## src/rtl/ad_ip_jesd204_tpl_dac_sync_ctrl.sv

```systemverilog
// ad_ip_jesd204_tpl_dac_sync_ctrl
// Link-clock sequencer for the TPL DAC datapath sync. Software arms the block,
// then a manual request or an external sync rising edge starts a programmable
// delay. After the delay, and once the link is ready, one dac_sync pulse goes
// to the TPL core. An armed wait that runs too long returns to idle and sets a
// sticky timeout flag.

module ad_ip_jesd204_tpl_dac_sync_ctrl #(
  parameter int EXT_SYNC      = 0,
  parameter int DELAY_WIDTH   = 8,
  parameter int TIMEOUT_WIDTH = 16,
  parameter int COUNT_WIDTH   = 16
) (
  input  logic                     link_clk,
  input  logic                     link_resetn,
  input  logic                     arm,
  input  logic                     disarm,
  input  logic                     manual_sync,
  input  logic                     ext_sync_en,
  input  logic [DELAY_WIDTH-1:0]   sync_delay,
  input  logic [TIMEOUT_WIDTH-1:0] timeout_cycles,
  input  logic                     dac_sync_in,
  input  logic                     link_ready,
  output logic                     dac_sync,
  output logic                     armed,
  output logic                     running,
  output logic                     timeout_err,
  output logic [COUNT_WIDTH-1:0]   sync_count
);

  typedef enum logic [1:0] {
    ST_IDLE  = 2'd0,
    ST_ARMED = 2'd1,
    ST_DELAY = 2'd2,
    ST_RUN   = 2'd3
  } state_t;

  localparam logic                     EXT_EN   = (EXT_SYNC != 0);
  localparam logic [TIMEOUT_WIDTH-1:0] WAIT_ONE = {{(TIMEOUT_WIDTH-1){1'b0}}, 1'b1};
  localparam logic [DELAY_WIDTH-1:0]   DLY_ONE  = {{(DELAY_WIDTH-1){1'b0}}, 1'b1};
  localparam logic [COUNT_WIDTH-1:0]   CNT_ONE  = {{(COUNT_WIDTH-1){1'b0}}, 1'b1};

  state_t                     state_r;
  state_t                     next_state_s;
  logic [TIMEOUT_WIDTH-1:0]   wait_cnt_r;
  logic [TIMEOUT_WIDTH-1:0]   next_wait_s;
  logic [DELAY_WIDTH-1:0]     delay_cnt_r;
  logic [DELAY_WIDTH-1:0]     next_delay_s;
  logic                       next_terr_s;
  logic                       pulse_s;
  logic                       sync_in_d_r;
  logic                       trigger_s;
  logic                       timeout_hit_s;
  logic                       dac_sync_r;
  logic                       armed_r;
  logic                       running_r;
  logic                       timeout_err_r;
  logic [COUNT_WIDTH-1:0]     sync_count_r;

  // Trigger qualification: software request or a rising edge of the external sync.
  always_comb begin
    trigger_s     = manual_sync | (EXT_EN & ext_sync_en & dac_sync_in & ~sync_in_d_r);
    timeout_hit_s = (timeout_cycles != {TIMEOUT_WIDTH{1'b0}}) &&
                    (wait_cnt_r == (timeout_cycles - WAIT_ONE));
  end

  // Next-state decode: disarm beats arm, arm beats any trigger, in every state.
  always_comb begin
    next_state_s = state_r;
    next_wait_s  = wait_cnt_r;
    next_delay_s = delay_cnt_r;
    next_terr_s  = timeout_err_r;
    pulse_s      = 1'b0;
    if (disarm) begin
      next_state_s = ST_IDLE;
      next_wait_s  = {TIMEOUT_WIDTH{1'b0}};
      next_delay_s = {DELAY_WIDTH{1'b0}};
    end else if (arm) begin
      // Re-arming from any state restarts the wait and drops a pending delay.
      next_state_s = ST_ARMED;
      next_wait_s  = {TIMEOUT_WIDTH{1'b0}};
      next_delay_s = {DELAY_WIDTH{1'b0}};
      if (state_r == ST_IDLE) begin
        next_terr_s = 1'b0;
      end else begin
        next_terr_s = timeout_err_r;
      end
    end else begin
      case (state_r)
        ST_IDLE: begin
          next_wait_s = {TIMEOUT_WIDTH{1'b0}};
        end
        ST_ARMED: begin
          if (trigger_s) begin
            // A trigger on the timeout cycle still wins.
            next_state_s = ST_DELAY;
            next_delay_s = sync_delay;
            next_wait_s  = {TIMEOUT_WIDTH{1'b0}};
          end else if (timeout_hit_s) begin
            next_state_s = ST_IDLE;
            next_terr_s  = 1'b1;
            next_wait_s  = {TIMEOUT_WIDTH{1'b0}};
          end else begin
            next_wait_s = wait_cnt_r + WAIT_ONE;
          end
        end
        ST_DELAY: begin
          if (delay_cnt_r != {DELAY_WIDTH{1'b0}}) begin
            next_delay_s = delay_cnt_r - DLY_ONE;
          end else if (link_ready) begin
            next_state_s = ST_RUN;
            pulse_s      = 1'b1;
          end else begin
            // Delay expired but the link is not up: hold with no timeout.
            next_state_s = ST_DELAY;
          end
        end
        ST_RUN: begin
          next_state_s = ST_RUN;
        end
        default: begin
          next_state_s = ST_IDLE;
          next_wait_s  = {TIMEOUT_WIDTH{1'b0}};
          next_delay_s = {DELAY_WIDTH{1'b0}};
        end
      endcase
    end
  end

  // State, counters, edge history and registered status outputs.
  always_ff @(posedge link_clk or negedge link_resetn) begin
    if (!link_resetn) begin
      state_r       <= ST_IDLE;
      wait_cnt_r    <= {TIMEOUT_WIDTH{1'b0}};
      delay_cnt_r   <= {DELAY_WIDTH{1'b0}};
      sync_in_d_r   <= 1'b1;
      dac_sync_r    <= 1'b0;
      armed_r       <= 1'b0;
      running_r     <= 1'b0;
      timeout_err_r <= 1'b0;
      sync_count_r  <= {COUNT_WIDTH{1'b0}};
    end else begin
      state_r       <= next_state_s;
      wait_cnt_r    <= next_wait_s;
      delay_cnt_r   <= next_delay_s;
      sync_in_d_r   <= dac_sync_in;
      dac_sync_r    <= pulse_s;
      armed_r       <= (next_state_s == ST_ARMED) || (next_state_s == ST_DELAY);
      running_r     <= (next_state_s == ST_RUN);
      timeout_err_r <= next_terr_s;
      if (pulse_s) begin
        sync_count_r <= sync_count_r + CNT_ONE;
      end else begin
        sync_count_r <= sync_count_r;
      end
    end
  end

  assign dac_sync    = dac_sync_r;
  assign armed       = armed_r;
  assign running     = running_r;
  assign timeout_err = timeout_err_r;
  assign sync_count  = sync_count_r;

endmodule
```

## config.mk

```make
export PLATFORM = sky130hd
export DESIGN_NAME = ad_ip_jesd204_tpl_dac_sync_ctrl
export DESIGN_NICKNAME = d
export VERILOG_FILES = /design/src/rtl/ad_ip_jesd204_tpl_dac_sync_ctrl.sv
export SDC_FILE = /design/constraint.sdc
export NUM_CORES = 1
export LEC_CHECK = 0
export ABC_AREA = 1
export ABC_CLOCK_PERIOD_IN_PS = 1900
export CORE_AREA = 4 4 88 90
export CTS_CLUSTER_DIAMETER = 120
export DETAILED_ROUTE_END_ITERATION = 16
export DIE_AREA = 0 0 92 94
export PLACE_DENSITY = 0.86
export SETUP_SLACK_MARGIN = 0.05
export SYNTH_ARGS = -nofsm -noshare
export SYNTH_HDL_FRONTEND = slang
export SYNTH_SLANG_ARGS = --single-unit
```

## constraint.sdc

```tcl
create_clock -name link_clk -period 1.9 [get_ports link_clk]
set_input_delay 0.285 -clock link_clk [delete_from_list [all_inputs] [get_ports link_clk]]
set_output_delay 0.285 -clock link_clk [all_outputs]
set_load 0.02 [all_outputs]
```

==> results of run 1 <==
[cells in the mapped netlist (all sizes together)]
cell type,instances
nand2,112
inv,60
nor2,54
dfrtp,46
nand3,33
xor2,25
o21ai,21
o22ai,15
xnor2,13
ha,10
nand4,9
nor3,9
nand3b,5
a21oi,4
and2,2
buf,2
clkbuf,2
nor4,2
o2111ai,2
a211oi,1
a311oi,1
mux2i,1
o21bai,1
o32ai,1
or2,1
[critical path: cells and delay by family, from the launching register on]
family	cells	cell delay, ns
AO/OA/AOI/OAI	1	0.12
buffers and inverters	13	1.43
flip-flops	1	0.40
[per-layer routing]
layer  track usage, %  routed length, um  vias up
met2             40.9               5130       94
li1                 -                  -     1673
met3             4.41                484       18
met4             5.94                156        0
met5                0                  0        -
met1             23.7               3810     1687
[flip-flops by register name, summed over array words and instances (netlist names)]
name,flops
sync_count,16
delay_cnt_r,8
timeout_err,1
armed,1
dac_sync,1
running,1
state_r,2
wait_cnt_r,16
[path summary, 6_finish.rpt]
kind / from / to / slack [ns] / cells after the start
worst max-delay path: wait_cnt_r[12]$_DFFE_PN0P_ / wait_cnt_r[12]$_DFFE_PN0P_ / -0.11 / 14
worst min-delay path: link_resetn / sync_count[0]$_DFFE_PN0P_ / 0.06 / 2
worst max register to register: wait_cnt_r[12]$_DFFE_PN0P_ / wait_cnt_r[12]$_DFFE_PN0P_ / -0.11 / 14
worst min register to register: sync_count[4]$_DFFE_PN0P_ / sync_count[4]$_DFFE_PN0P_ / 0.50 / 1
max in group asynchronous: link_resetn / wait_cnt_r[0]$_DFFE_PN0P_ / 1.41 / 2
min in group link_clk: sync_count[4]$_DFFE_PN0P_ / sync_count[4]$_DFFE_PN0P_ / 0.50 / 1
[cells by family (layout without fill, tap and decap cells)]
logic type | count (synthesis) | count (layout) | share of synthesized area, %
AOI/OAI and AO/OA | 46 | 46 | 10.0
xor gates and xnor gates | 38 | 38 | 10.1
adders and majority gates | 10 | 10 | 3.79
buffers and inverters | 64 | 204 | 7.73
DFF | 46 | 46 | 34.8
muxes | 1 | 1 | 0.303
and+or+nand+nor | 227 | 228 | 33.2
[where the power goes]
| part | switching [mW] | internal, mW | leakage (nW) |
|---|---|---|---|
| Sequential | 0.0306 | 1.01 | 0.621 |
| Clock | 0.342 | 0.393 | 0.0514 |
| Combinational | 0.329 | 0.273 | 1.63 |
[layout by cell type (no fill, tap or decap), types with 3 or more instances in the layout]
| cell | count |
|---|---|
| nor2_2 | 15 |
| nand2_1 | 97 |
| nand2_2 | 11 |
| o21ai_2 | 4 |
| clkdlybuf4s15_2 | 3 |
| nor3_1 | 8 |
| nand4_1 | 8 |
| xnor2_1 | 12 |
| inv_2 | 6 |
| nand3_4 | 5 |
| o22ai_1 | 4 |
| xor2_1 | 22 |
| dfrtp_1 | 44 |
| o21ai_0 | 14 |
| xor2_2 | 3 |
| buf_2 | 3 |
| a21oi_1 | 3 |
| nand2_4 | 4 |
| nand3_1 | 23 |
| clkdlybuf4s50_1 | 32 |
| nand3b_1 | 5 |
| ha_4 | 4 |
| ha_1 | 6 |
| o22ai_2 | 11 |
| nand3_2 | 6 |
| buf_6 | 8 |
| inv_1 | 51 |
| dlygate4sd2_1 | 9 |
| clkbuf_8 | 5 |
| nor2_4 | 8 |
| buf_4 | 79 |
| nor2_1 | 30 |
| o21ai_1 | 3 |
[metrics by stage]
step / util (%) / std cells
floorplan: - / 432
global placement: 60.7 / 624
detailed placement: 60.7 / 624
CTS: 67.2 / 663
global route: 70.5 / 672
finish: 70.5 / 672
[what timing repair did]
| action | 4_1_cts | 5_1_grt |
|---|---|---|
| cloned | 1 | 0 |
| hold endpoints to repair | 0 | 0 |
| gates resized for setup | 67 | 47 |
| endpoints found under the setup margin | 30 | 38 |
| buffers inserted | 30 | 13 |
| pin swaps | 32 | 32 |
[final cells by class]
type	instances	area share, %
clock buffers	6	1.46
clock inverters	2	0.754
inverters	60	5.08
multi-input cells	323	43.9
flip-flops and latches	46	23.2
well taps	99	2.49
repair buffers	136	23.1
==> summary.md, run 1 <==
| Metric | Value |
|---|---|
| Area grow syn2layout | 50.7% |
| YS warnings | 0 |
| Final Max Tran Viols | 0 |
| Worst-Skew Late Latency | 0.31 ns |
| Final hold viol count | 0 |
| Router iterations before antenna repair | 4 |
| Clock Tree Buf Depth | 2 |
| Core box area | 7060 um^2 |
| ANT cells | 0 |
| Syn avg cell area | 7.65 um^2 |
| Antenna Nets Post-Route | 0 |
| Hold Buf Count CTS | 0 |
| Filler instances | 534 |
| Skew final | 0.00796 ns |
| Critical Path End Type | flop |
| Top post-synthesis cells by area | dfrtp_1, nand2_1, xor2_1, inv_1, nor2_1 |
| CP max stage delay | 0.40 ns |
| GPL Wtd Cong | 0.882 |
| Vias in the first global route | 3518 |
| Mapped Cells | 432 |
| Gr usage total | 21.3% |
| First DRT Iteration DRCs | 150 |
| TritonCTS clock tree | yes |
| Clock-pin slew on the worst setup and hold paths | 0.09 ns |
| Top-area cell type share of the netlist area | 34.8% |
| Initial antenna violation count | 0 |
| Nets@finish | 614 |
| Fin worst setup slack | -0.108 ns |
| Sequential element share of the synthesized area | 34.8% |
| #FFs+latches synth | 46 |
| Mapped Area | 3300 um^2 |
| IR drop worst, VDD | 0.467 mV |
| Critical path's slowest cell | dfrtp_1 |
| CP Class | flop to flop |
| Die area | 8650 um^2 |
| TritonCTS Sinks | 46 |
| Required @ worst endpoint | 2.13 ns |
| Die Y | 94 um |
| FMAX | 498 MHz |
| Num CTS Buffers | 5 |
| Max-Slew Margin vs Limit | 60.3% |
| CP cell instances | inv_2, buf_4, buf_4, buf_4, buf_4, buf_4, buf_4, buf_4, buf_4, buf_4, buf_6, buf_6, buf_6, o22ai_2 |
| Syn nets | 474 |
| Port bufs | 49 |
| Layout cells sized above 1 | 33.7% |
| Dpl ws | -0.839 ns |
| Failing checks | negative setup slack |
| GRT Residual Overflow | 0 |
| Dominant cell type by area after synthesis | dfrtp_1 |
| Vias post-DR | 3472 |
| Routed WL | 9590 um |
| Total power | 2.38 mW |
| First-pass GRT wire length | 15100 um |
| Distinct cells, synth | 38 |
| Outcome | finished, violations left |
| P per Cell Area | 477 nW/um^2 |
| Critical Path AT | 2.24 ns |
| Initial Utilization | 46.8% |
| Min-delay worst type | primary input to asynchronous set/reset pin |
| Sequential cell area | 1150 um^2 |
| CP Launch Type | flop |
| Most used cell, CP | buf_4 |
| Clock period minus worst slack | 2.01 ns |
| Final worst path period share | 106% |
| CTS root buf | clkbuf_8 |
| Post-route cell area | 4980 um^2 |
| Leakage | 2.30 nW |
| Worst-margin pin slew | 0.596 ns |
| Detailed Place HPWL | 6190 um |
| DRC viols | 0 |
| H-tree levels | 2 |
| Routed vias/inst | 5.17 |
| Setup TNS | -0.445 ns |
| Die Span X | 92 um |
| Footprint of the multi-input gates | 2190 um^2 |
| WL per Instance | 14.3 um |
| Core Rows | 31 |
| Max FO, Critical Path | 3 |
| RSZ-0062 raised after global routing | yes |
| MaxCap Viol Count | 0 |
| Setup Viol. Count Final | 6 |
| Largest net degree at the start of global routing | 47 |
| Hold_ws | 0.0627 ns |
| I/O pin total | 52 |
| Placed cell area | 4280 um^2 |
Power figures use the tool's default switching activity.
==> run 2, diff against run 1 <==
--- a/config.mk
+++ b/config.mk
@@ -16,3 +16,4 @@
 export SYNTH_ARGS = -nofsm -noshare
 export SYNTH_HDL_FRONTEND = slang
 export SYNTH_SLANG_ARGS = --single-unit
+export TNS_END_PERCENT = 50
==> run 2 against run 1 <==
- critical endpoint is now sync_count[10]$_DFFE_PN0P_
- combinational power shrank 9.3%
- cell area shrank 3.1%
- the run still ends with negative setup slack left
- sequential share of layout area grew 0.75 points
- first-iteration DRC count shrank 12%
- critical path type unchanged
==> summary.md, run 2 (synthesized netlist as in run 1, its figures left out) <==
| Metric | Value |
|---|---|
| Critical path's slowest cell | dfrtp_1 |
| Vias in the first global route | 3443 (-2.1%) |
| DRC viols | 0 (unchanged) |
| Part of the power in registers | 44.7% (+0.9 points) |
| Crit path buf inv count | 2 (-11) |
| Min-delay worst type | primary input to asynchronous set/reset pin |
| Required @ worst endpoint | 2.10 ns (-0.03 ns) |
| Layout cells sized above 1 | 30.9% (-2.8 points) |
| Fin util | 68.3% (-2.2 points) |
| Clock group share of total power | 31.7% (+0.8 points) |
| TritonCTS Sinks | 46 (unchanged) |
| Final Max Tran Viols | 0 (unchanged) |
| CP Launch Type | flop |
| Leakage | 2.24 nW (-2.7%) |
| Logic pwr share | 23.5% (-1.8 points) |
| Fin worst setup slack | -0.114 ns (-0.00557 ns) |
| Clock-pin slew on the worst setup and hold paths | 0.09 ns (about the same) |
| Worst-Skew Late Latency | 0.31 ns (about the same) |
| Port bufs | 49 (unchanged) |
| Final worst path period share | 106% (+0.29 points) |
| CP Class | flop to flop |
| Clock Tree Buf Depth | 2 (unchanged) |
| Most used cell, CP | nor2_4 |
| Die Y | 94 um (unchanged) |
| Die area | 8650 um^2 (unchanged) |
| WL per Instance | 13.9 um (-2.8%) |
| H-tree levels | 2 (unchanged) |
| FF-to-FF Start | delay_cnt_r[0]$_DFFE_PN0P_ |
| First DRT Iteration DRCs | 132 (-12%) |
| R2r endpoint | sync_count[10]$_DFFE_PN0P_ |
| Critical Path End Type | flop |
| Failing checks | negative setup slack |
| RSZ-0062 raised after global routing | yes |
| Met2 Track Usage GR | 39.5% (-1.4 points) |
| Dpl ws | -0.839 ns (unchanged) |
| GRT Residual Overflow | 0 (unchanged) |
| Vias post-DR | 3361 (-3.2%) |
| Commonest non-fill, non-tap cell in the layout | nand2_1 |
| First-pass GRT wire length | 14600 um (-3.2%) |
| Antenna Nets Post-Route | 0 (unchanged) |
| Met3 Usage GRT | 4.73% (+0.32 points) |
| CTS root buf | clkbuf_8 |
| Final hold viol count | 0 (unchanged) |
| Total power | 2.32 mW (-2.3%) |
| Nets@finish | 605 (-1.5%) |
| TritonCTS clock tree | yes |
| GPL Wtd Cong | 0.882 (unchanged) |
| Initial Utilization | 46.8% (unchanged) |
| Pint | 1.64 mW (-1.9%) |
| Router iterations before antenna repair | 4 (unchanged) |
| I/O pin total | 52 (unchanged) |
| Clock period minus worst slack | 2.01 ns (+0.00557 ns) |
| Core Rows | 31 (unchanged) |
| Num CTS Buffers | 5 (unchanged) |
| Grt peak-use layer | met2 |
| FMAX | 497 MHz (-0.28%) |
| P_sw | 0.679 mW (-3.3%) |
| Setup slack, reg-to-reg | -0.11 ns (about the same) |
| Worst Reg2Reg Path Length in Cells | 12 (-2) |
| Setup TNS | -0.583 ns (-0.138 ns) |
| Max-Slew Margin vs Limit | 60.1% (-0.18 points) |
| Worst-margin pin slew | 0.599 ns (+0.00276 ns) |
| Switching Share | 29.2% (-0.29 points) |
| Gr usage total | 20.6% (-0.68 points) |
| CP cell instances | inv_2, ha_4, nand2_4, nor2_4, nand2_2, nor2_4, nand4_4, nor2_8, inv_4, nor2_4, nand4_1, xnor2_1 |
| Initial antenna violation count | 0 (unchanged) |
| Skew final | 0.00634 ns (-0.00162 ns) |
| Routed WL | 9190 um (-4.1%) |
| Core box area | 7060 um^2 (unchanged) |
| Most frequent cells in the layout | nand2_1, buf_4, inv_1 |
| Hold Buf Count CTS | 0 (unchanged) |
| Area grow syn2layout | 46.0% |
| Detailed Place HPWL | 6190 um (unchanged) |
| Setup Viol. Count Final | 10 (+4) |
| Top Family by Delay on Critical Path | simple AND/OR/NAND/NOR gates |
| Largest net degree at the start of global routing | 47 (unchanged) |
| MaxCap Viol Count | 0 (unchanged) |
| P per Cell Area | 481 nW/um^2 (+0.86%) |
| CP max stage delay | 0.39 ns (about the same) |
| IR drop worst, VDD | 0.460 mV (-1.6%) |
| Max FO, Critical Path | 4 (+1) |
| Met1 Usage GRT | 22.5% (-1.1 points) |
| Critical Path AT | 2.21 ns (-0.03 ns) |
| Routed vias/inst | 5.07 (-1.9%) |
| Outcome | finished, violations left |
| ANT cells | 0 (unchanged) |
| Die Span X | 92 um (unchanged) |
[run 2: changes by cell type in the layout (fill, tap and decap cells not counted), sizes merged]
cell	change
buf	-9
[run 2: timing repair]
| action | 4_1_cts | 5_1_grt |
|---|---|---|
| resized for setup | 51 | 44 |
| setup endpoints to repair | 30 | 42 |
| setup buffers | 22 | 8 |
| pin swaps | 25 | 26 |
| cloned | 1 | 0 |
[run 2: area by class of cell]
cell class                      count  area [um^2]
Fill cell                         574         2240
Multi-Input combinational cell    323         2110
Sequential cell                    46         1150
Timing Repair Buffer              127         1070
Inverter                           60          253
Tap cell                           99          124
Clock buffer                        6         72.6
Clock inverter                      2         37.5
[run 2: power groups by stage]
stage	combinational [mW]	sequential, mW	clock [mW]
floorplan	0.237	1.07	0
global placement	0.476	1.05	0
detailed placement	0.489	1.06	0
CTS	0.502	1.04	0.745
global route	0.601	1.04	0.789
finish	0.546	1.04	0.736
[run 2: stage by stage]
step	std cells	hold WS [ns]	cell area, um^2
after floorplan	432	-0.0106	3340
after global placement	624	0.403	4280
after detailed placement	624	0.413	4280
after CTS	655	0.0763	4630
after global routing	663	0.106	4820
final	663	0.0502	4820
[run 2: metal layers]
metal	wire length, um	vias up
li1	-	1654
met1	3620	1594
met2	4950	95
met3	461	18
met4	165	0
met5	0	-
[run 2: worst max path at each step]
stage                                          start                    endpoint  cells past startpoint
final                     delay_cnt_r[0]$_DFFE_PN0P_  sync_count[10]$_DFFE_PN0P_                     12
after global routing      delay_cnt_r[0]$_DFFE_PN0P_  sync_count[10]$_DFFE_PN0P_                     12
after CTS                 delay_cnt_r[0]$_DFFE_PN0P_  sync_count[10]$_DFFE_PN0P_                     12
after detailed placement           timeout_cycles[1]             armed$_DFF_PN0_                     16
after global placement             timeout_cycles[1]             armed$_DFF_PN0_                     16
after floorplan                    timeout_cycles[1]             armed$_DFF_PN0_                     15
==> run 3, diff against run 2 <==
--- a/config.mk
+++ b/config.mk
@@ -7,11 +7,11 @@
 export LEC_CHECK = 0
 export ABC_AREA = 1
 export ABC_CLOCK_PERIOD_IN_PS = 1900
-export CORE_AREA = 4 4 88 90
+export CORE_AREA = 4 4 64 124
 export CTS_CLUSTER_DIAMETER = 120
 export DETAILED_ROUTE_END_ITERATION = 16
-export DIE_AREA = 0 0 92 94
-export PLACE_DENSITY = 0.86
+export DIE_AREA = 0 0 68 128
+export PLACE_DENSITY = 0.85
 export SETUP_SLACK_MARGIN = 0.05
 export SYNTH_ARGS = -nofsm -noshare
 export SYNTH_HDL_FRONTEND = slang
==> run 3 against run 2 <==
- sequential share of layout area is 0.32 points lower
- sequential power is essentially flat
- sequential cell count unchanged
- final cell count down 2.1%
- global-route usage rose by 1.4 points
- register-to-register slack about the same
- setup slack worse by 0.0079 ns
- clock power increased by 20%
- largest cell class unchanged
- the run still ends with negative setup slack left
==> summary.md, run 3 (synthesized netlist as in run 1, its figures left out) <==
| Metric | Value |
|---|---|
| Vias in the first global route | 3631 (+5.5%) |
| First-pass GRT wire length | 15000 um (+2.8%) |
| TritonCTS clock tree | yes |
| Core Rows | 43 (+39%) |
| Router iterations before antenna repair | 5 (+1) |
| MaxCap Viol Count | 0 (unchanged) |
| Top Family by Delay on Critical Path | simple AND/OR/NAND/NOR gates |
| CTS root buf | clkbuf_16 |
| P_sw | 0.756 mW (+11%) |
| Setup slack, reg-to-reg | -0.12 ns (about the same) |
| Worst-margin pin slew | 0.587 ns (-0.0115 ns) |
| Largest net degree at the start of global routing | 26 (-45%) |
| Part of the power in registers | 41.5% (-3.2 points) |
| R2r endpoint | armed$_DFF_PN0_ |
| Clock period minus worst slack | 2.02 ns (+0.00786 ns) |
| Setup TNS | -0.472 ns (+0.111 ns) |
| Initial Utilization | 47.2% (+0.44 points) |
| FF-to-FF Start | delay_cnt_r[0]$_DFFE_PN0P_ |
| Crit path depth | 12 (unchanged) |
| Worst hold start | sync_count[10]$_DFFE_PN0P_ |
| Antenna Nets Post-Route | 0 (unchanged) |
| Min-delay worst type | flop to flop |
| P per Cell Area | 515 nW/um^2 (+6.9%) |
| Critical Path End Type | flop |
| Port bufs | 49 (unchanged) |
| Routed WL | 10000 um (+9.3%) |
| Failing checks | negative setup slack |
| Setup Viol. Count Final | 11 (+1) |
| Setup crit end | armed$_DFF_PN0_ |
| Logic pwr share | 23.3% (-0.2 points) |
| Fin util | 69.7% (+1.4 points) |
| Gr usage total | 22.1% (+1.4 points) |
| CP cell instances | inv_2, ha_4, nand2_4, nor2_4, nand2_2, nor2_4, nand2_1, a311oi_1, nand2_1, nand2_1, nand2_1, ha_2 |
| Pint | 1.75 mW (+6.7%) |
| H-tree levels | 2 (unchanged) |
| Crit path buf inv count | 1 (-1) |
| Clock group share of total power | 35.2% (+3.5 points) |
| Critical path's slowest cell | dfrtp_1 |
| CP Class | flop to flop |
| GPL Wtd Cong | 0.836 (-5.2%) |
| CP max stage delay | 0.40 ns (about the same) |
| DRC viols | 0 (unchanged) |
| Switching Share | 30.1% (+0.90 points) |
| Most frequent cells in the layout | nand2_1, buf_4, inv_1 |
| First DRT Iteration DRCs | 205 (+55%) |
| Die Y | 128 um (+36%) |
| GRT Residual Overflow | 0 (unchanged) |
| Die Span X | 68 um (-26%) |
| Vias post-DR | 3444 (+2.5%) |
| Final hold viol count | 0 (unchanged) |
| ANT cells | 0 (unchanged) |
| Required @ worst endpoint | 2.14 ns (+0.04 ns) |
| Worst Reg2Reg Path Length in Cells | 12 (unchanged) |
| Critical Path AT | 2.26 ns (+0.05 ns) |
| CP Launch Type | flop |
| Outcome | finished, violations left |
| Routed vias/inst | 5.31 (+4.7%) |
| Max-Slew Margin vs Limit | 60.8% (+0.77 points) |
| Layout cells sized above 1 | 33.3% (+2.4 points) |
| Fin worst setup slack | -0.122 ns (-0.00786 ns) |
| TritonCTS Sinks | 46 (unchanged) |
| I/O pin total | 52 (unchanged) |
| Initial antenna violation count | 0 (unchanged) |
| Most used cell, CP | nand2_1 |
| Leakage | 2.27 nW (+1.1%) |
| Clock-pin slew on the worst setup and hold paths | 0.07 ns (-0.02 ns) |
| Final Max Tran Viols | 0 (unchanged) |
| Area grow syn2layout | 47.6% |
| Skew final | 0.00634 ns (-0.00000344 ns) |
| WL per Instance | 15.5 um (+12%) |
| Max FO, Critical Path | 4 (unchanged) |
| Final worst path period share | 106% (+0.41 points) |
| Nets@finish | 600 (-0.83%) |
| Commonest non-fill, non-tap cell in the layout | nand2_1 |
| RSZ-0062 raised after global routing | yes |
| Core box area | 6990 um^2 (-0.92%) |
| Num CTS Buffers | 5 (unchanged) |
| Filler instances | 529 (-7.8%) |
| Worst-Skew Late Latency | 0.29 ns (-0.02 ns) |
| CP Launch Point | delay_cnt_r[0]$_DFFE_PN0P_ |
| Detailed Place HPWL | 6840 um (+11%) |
| Die area | 8700 um^2 (+0.65%) |
| IR drop worst, VDD | 0.665 mV (+45%) |
| FMAX | 495 MHz (-0.39%) |
| Clock Tree Buf Depth | 2 (unchanged) |
==> run 3: how the worst min path moves through the flow <==
stage | end | slack, ns | cells past startpoint
2_1_floorplan | armed$_DFF_PN0_ | -0.01 | 0
3_3_place_gp | sync_count[7]$_DFFE_PN0P_ | 0.30 | 1
3_5_place_dp | sync_count[6]$_DFFE_PN0P_ | 0.30 | 1
4_1_cts | sync_count[10]$_DFFE_PN0P_ | 0.51 | 1
5_1_grt | sync_count[4]$_DFFE_PN0P_ | 0.53 | 1
6_report | sync_count[10]$_DFFE_PN0P_ | 0.50 | 1
==> run 3: per-stage QoR <==
stage	setup WS, ns	total power, mW	hold slack [ns]	instance area, um^2	cells
after floorplan	-0.0332	1.31	-0.0106	3340	432
after global placement	-0.738	1.55	0.300	4330	623
after detailed placement	-0.797	1.56	0.296	4330	623
after CTS	-0.133	2.47	0.506	4590	636
after global routing	-0.205	2.62	0.532	4880	649
final	-0.122	2.51	0.500	4880	649
==> run 3: worst reg2reg max path: cells and delay by family, from the launching register on <==
kind	cells	cell delay (ns)
fa+ha+maj	2	0.49
buf+inv	1	0.09
compound gates	1	0.29
simple gates	8	0.70
flops	1	0.40
==> run 3: routing by layer <==
layer  up-vias  wire, um  track usage [%]
met3        45       380             3.51
met1      1637      3300             20.5
met5         -         0                0
met4         0       496             11.8
met2       116      5870             42.6
li1       1646         -                -
==> run 3: timing repair <==
action | in CTS | in global routing
setup buffers | 4 | 14
setup endpoints to repair | 42 | 45
hold buffers | 1 | 0
pin swaps | 28 | 40
gates cloned | 0 | 1
gates resized for setup | 50 | 77
hold endpoints to repair | 23 | 0
==> run 3: layout make-up <==
class,count,area (um^2),share of cell area [%]
Clock inverter,3,23.8,0.488
Multi-Input combinational cell,323,2190,45.0
Sequential cell,46,1150,23.6
Tap cell,90,113,2.31
Timing Repair Buffer,122,1020,20.9
Clock buffer,5,125,2.57
Inverter,60,253,5.18
==> run 3: power groups by stage <==
stage | Combinational [mW] | Clock (mW) | Sequential, mW
3_5_place_dp | 0.507 | 0 | 1.06
5_1_grt | 0.635 | 0.941 | 1.04
2_1_floorplan | 0.237 | 0 | 1.07
4_1_cts | 0.528 | 0.901 | 1.04
6_report | 0.584 | 0.884 | 1.04
3_3_place_gp | 0.492 | 0 | 1.05
